[config.mk]
export PLATFORM = sky130hd
export DESIGN_NAME = fetch_unit
export DESIGN_NICKNAME = d
export VERILOG_FILES = /design/src/rtl/fetch_unit.sv
export SDC_FILE = /design/constraint.sdc
export NUM_CORES = 1
export LEC_CHECK = 0
export CAP_MARGIN = 20
export CORE_ASPECT_RATIO = 1.25
export CORE_MARGIN = 5
export CORE_UTILIZATION = 56
export DETAILED_ROUTE_END_ITERATION = 12
export PLACE_DENSITY = 0.75
export SETUP_SLACK_MARGIN = 0.5
export SLEW_MARGIN = 20
export SYNTH_ARGS = -nofsm -noshare
export SYNTH_HDL_FRONTEND = slang
export SYNTH_SLANG_ARGS = --single-unit
[constraint.sdc]
create_clock -name clk -period 9 [get_ports clk]
set_input_delay 0.9 -clock clk [delete_from_list [all_inputs] [get_ports clk]]
set_output_delay 0.9 -clock clk [all_outputs]
set_load 0.01 [all_outputs]
[src/rtl/fetch_unit.sv]
// Instruction fetch stage: one ICache request in flight, predictor lookup on
// each returned word, results queued in order for the decoder.
module fetch_unit #(
  parameter logic [31:0] RESET_PC     = 32'h0,
  parameter int unsigned IQ_DEPTH_LOG = 4
) (
  input  logic        clk,
  input  logic        rst,
  input  logic        rdy,
  output logic        ic_req_valid,
  output logic [31:0] ic_req_addr,
  input  logic        ic_resp_valid,
  input  logic [31:0] ic_resp_instr,
  output logic        pred_query_valid,
  output logic [31:0] pred_instr,
  output logic [31:0] pred_cur_pc,
  input  logic [31:0] pred_next_pc,
  input  logic        pred_taken,
  output logic        iq_out_valid,
  input  logic        iq_out_ready,
  output logic [31:0] iq_out_instr,
  output logic [31:0] iq_out_pc,
  output logic        iq_out_pred_taken,
  input  logic        rob_flush,
  input  logic [31:0] rob_flush_pc
);

  localparam int unsigned PTR_W = IQ_DEPTH_LOG;
  localparam int unsigned CNT_W = IQ_DEPTH_LOG + 1;
  localparam int unsigned DEPTH = 1 << IQ_DEPTH_LOG;

  typedef enum logic [1:0] {
    S_IDLE    = 2'd0,
    S_WAIT    = 2'd1,
    S_DISCARD = 2'd2
  } state_t;

  state_t             r_state;
  state_t             w_state_nxt;
  logic [31:0]        r_pc;
  logic [PTR_W-1:0]   r_head;
  logic [PTR_W-1:0]   r_tail;
  logic [CNT_W-1:0]   r_count;
  logic [31:0]        r_mem_instr [DEPTH];
  logic [31:0]        r_mem_pc    [DEPTH];
  logic               r_mem_taken [DEPTH];

  logic               w_space;
  logic               w_accept;
  logic               w_pop;

  // Handshake qualifiers; a flush suppresses both push and pop.
  assign w_space  = (r_count < CNT_W'(DEPTH));
  assign w_accept = !rst && rdy && (r_state == S_WAIT) && ic_resp_valid && !rob_flush;
  assign w_pop    = rdy && !rob_flush && (r_count != '0) && iq_out_ready;

  // State register; rdy low freezes the fetch sequence.
  always_ff @(posedge clk) begin
    if (rst) begin
      r_state <= S_IDLE;
    end else if (rdy) begin
      r_state <= w_state_nxt;
    end
  end

  // Next state: request when there is room, wait for the word, or drop a
  // word whose request was made before a flush.
  always_comb begin
    w_state_nxt = r_state;
    case (r_state)
      S_IDLE: begin
        if (!rob_flush && w_space) w_state_nxt = S_WAIT;
      end
      S_WAIT: begin
        if (rob_flush) begin
          w_state_nxt = ic_resp_valid ? S_IDLE : S_DISCARD;
        end else if (ic_resp_valid) begin
          w_state_nxt = S_IDLE;
        end
      end
      S_DISCARD: begin
        if (ic_resp_valid) w_state_nxt = S_IDLE;
      end
      default: w_state_nxt = S_IDLE;
    endcase
  end

  // Fetch PC: redirect on flush, follow the predictor on an accepted word.
  always_ff @(posedge clk) begin
    if (rst) begin
      r_pc <= RESET_PC;
    end else if (rdy) begin
      if (rob_flush) begin
        r_pc <= rob_flush_pc;
      end else if (w_accept) begin
        r_pc <= pred_next_pc;
      end
    end
  end

  // Queue pointers and occupancy.
  always_ff @(posedge clk) begin
    if (rst) begin
      r_head  <= '0;
      r_tail  <= '0;
      r_count <= '0;
    end else if (rdy) begin
      if (rob_flush) begin
        r_head  <= '0;
        r_tail  <= '0;
        r_count <= '0;
      end else begin
        if (w_accept) r_tail <= r_tail + PTR_W'(1);
        if (w_pop)    r_head <= r_head + PTR_W'(1);
        case ({w_accept, w_pop})
          2'b10:   r_count <= r_count + CNT_W'(1);
          2'b01:   r_count <= r_count - CNT_W'(1);
          default: ;
        endcase
      end
    end
  end

  // Queue storage write; contents are only meaningful between head and tail.
  always_ff @(posedge clk) begin
    if (w_accept) begin
      r_mem_instr[r_tail] <= ic_resp_instr;
      r_mem_pc[r_tail]    <= r_pc;
      r_mem_taken[r_tail] <= pred_taken;
    end
  end

  assign ic_req_valid      = (r_state == S_WAIT);
  assign ic_req_addr       = r_pc;
  assign pred_query_valid  = w_accept;
  assign pred_instr        = ic_resp_instr;
  assign pred_cur_pc       = r_pc;
  assign iq_out_valid      = (r_count != '0);
  assign iq_out_instr      = r_mem_instr[r_head];
  assign iq_out_pc         = r_mem_pc[r_head];
  assign iq_out_pred_taken = r_mem_taken[r_head];

endmodule

==> impl_metrics.ini <==
[synth]
yosysTopAreaCell = edfxtp_1
syn_nets = 1903
seq_area_frac_synth_pct = 76.67
yosysUniqueCellTypes = 49
synthArstFlopShare_pct = 0
synth_area_leaders = edfxtp_1 (74%), mux4_2 (17%), dfxtp_1 (2.4%)
ys_warn_count = 0
postSynthCellCount = 1791
ys_ff_latch = 1091
netlist_area_mm2 = 0.04207
synthDominantCellAreaShare_pct = 74.24
synth_edf_count = 1040
ys.flop_type = edfxtp_1
synth.avg_cell_area_um2 = 23.49

[hold_path]
whs_path_depth = 2
min_path_type = reg2reg
hold_start = r_head[0]

[routing]
viasPerCell = 6.337
routedWlPerCell_um = 30.30
wirelength_um = 93510
dr.pass1.iters = 5
num_vias = 19556
first_iter_violations = 1922
ant_nets = 0
drcViolationCount = 0

[clock_tree]
cts_setup_buffers = 0
clockBufferDepth = 3
cts_root_buf = clkbuf_16
worstSkewPairLatency_ps = 670
ctsResizeCount = 0
clk_pin_slew_ps = 60
cts_sinks = 1091
numCtsBuffers = 99
hold_buffers = 0
cts_tree = built
htreeDepth = 3

[worst_setup_path]
rr_startpoint = r_state[1]
r2r_cells = 5
worstPathMaxFanout = 116
cp-end-kind = output port
timing.rr.end = r_mem_instr[15][9]
critPathKind = reg2out
cp-start-kind = flip-flop
reg2reg_slack_ps = 5310
crit_required_ps = 8100
worstPathArrival_ps = 4310

[grt]
grt_pass1_wl_um = 137500
grt_pass1_vias = 20730
grt_start_max_net_pins = 117
gr-total-overflow = 0
grt_use_total_pct = 23.40
antenna_found_initial = 0

[layout]
seq_area_mm2 = 0.03227
diodes = 0
fin_nets = 2148
utilization_pct = 65.14
multi_input_area_mm2 = 0.008870
final_cell_mix = edfxtp_1 (1,040), mux4_2 (325), clkdlybuf4s50_1 (264)
area_growth_pct = 15.45
final_cells = 3086
drive_gt1_share_pct = 24.61
fillers = 4712
final_common_cell = edfxtp_1

[power_and_ir_drop]
p_clk_share_pct = 41.7
intPower_mw = 8.065
p_leak_nw = 14.86
pwr-share-comb_pct = 2.2
switching_power_mw = 1.959
power_per_cell_area_mw_per_mm2 = 206.4
vdd_ir_drop_max_mv = 0.1702
switching_share_pct = 19.54
sequentialPowerShare_pct = 56.2

[placement]
dp_slack_ps = 4208
dp_hpwl_um = 47870
numPortBuffers = 266
dp_cells = 2904
gp_congestion = 0.7684

[sta]
skew_ps = 26.25
tightest_slew_ps = 1132
period_needed_ps = 5210
slew_headroom_pct = 24.53
slew_violations = 0
finalSetupViolCount = 0
fin_crit_sh_pct = 57.89
fmax_mhz = 191.9
hold_viol = 0
rsz0062_at_grt = false
postLayoutSetupSlackWorst_ps = 3790
finalSetupTns_ps = 0

[floorplan]
fp.coreArea_mm2 = 0.07455
start_util_pct = 56.42
die_area_mm2 = 0.08073
ioPinCount = 267
die_w_um = 255.1
fp-row-count = 112
dieHeight_um = 316.4

[run_status]
status = completed

[flow_run]
drv_cap = 0
-- cell usage after synthesis, types with 2 or more instances --
cell type	instances
a22o_1	2
buf_6	22
nor3_1	5
o211ai_1	5
buf_1	10
a21o_1	2
o21a_1	3
or4_1	2
buf_4	65
a21oi_1	6
o21ai_1	2
ha_1	8
a211oi_1	34
edfxtp_1	1040
inv_1	9
mux4_2	325
nand3_1	2
nor2_1	58
buf_2	24
clkbuf_1	36
dfxtp_1	51
nand2b_1	9
or3_1	3
o311ai_0	2
mux2i_1	33
nand2_1	10
-- power groups by stage --
| stage | sequential (mW) | combinational [mW] | clock, mW |
|---|---|---|---|
| final | 5.63 | 0.218 | 4.18 |
| after global routing | 5.63 | 0.236 | 4.46 |
| after global placement | 5.73 | 0.214 | 0 |
| after CTS | 5.63 | 0.222 | 4.23 |
| after detailed placement | 5.74 | 0.220 | 0 |
| after floorplan | 5.72 | 0.0867 | 0 |
-- cells by family after synthesis --
logic type | Yosys count | share of synthesized area, %
mux | 360 | 18.25
xor+xnor | 2 | 0.04165
compound gates | 65 | 1.148
flops | 1091 | 76.67
simple gates | 98 | 1.083
fa+ha+maj | 9 | 0.2856
buf+inv | 166 | 2.525
-- registers in the layout, indices dropped and copies added, names as in the netlist, named ones only --
name and flops:
r_mem_instr 512, r_mem_pc 512, ic_req_addr 32, r_mem_taken 16
r_count 5, r_head 4, r_tail 4, r_state 2
-- metal layers --
layer	track usage, %	part of all wire, %	vias up
met4	6.860	2.3	0
met3	3.683	6.6	124
met2	40.72	54	932
li1	-	-	8036
met5	0	0	-
met1	31.11	37	10464
-- critical path, cell delays in order (launching register included) --
cell	delay [ps]
dfxtp_4	1010
buf_12	740
mux4_2	660
mux4_2	570
clkdlybuf4s50_1	520
-- per-stage QoR --
| step | power (mW) | instance area, um^2 | hold slack, ps |
|---|---|---|---|
| 2_1_floorplan | 5.810 | 42070 | 481.5 |
| 3_3_place_gp | 5.947 | 45320 | 504.2 |
| 3_5_place_dp | 5.959 | 45320 | 516.3 |
| 4_1_cts | 10.08 | 48550 | 527.6 |
| 5_1_grt | 10.33 | 48560 | 553.8 |
| 6_report | 10.02 | 48560 | 523.6 |
-- layout make-up --
cell class,count,area share (%)
multi-input cells,534,18.26
repair buffers,301,6.070
well taps,969,2.497
inverters,9,0.06956
flip-flops and latches,1091,66.44
clock inverters,53,1.280
clock buffers,129,5.377
-- worst max path at each step --
| stage | slack, ps | to | depth (start not counted) | start |
|---|---|---|---|---|
| 6_report | 3790 | iq_out_pc[2] | 4 | flip-flop |
| 3_3_place_gp | 4300 | r_mem_pc[7][8] | 6 | rdy |
| 4_1_cts | 3590 | iq_out_pc[20] | 4 | flip-flop |
| 2_1_floorplan | 2200 | r_mem_instr[2][0] | 5 | rob_flush |
| 5_1_grt | 3470 | iq_out_pc[2] | 4 | flip-flop |
| 3_5_place_dp | 4210 | r_mem_instr[15][8] | 6 | rdy |
(Power assumes the default switching activity.)
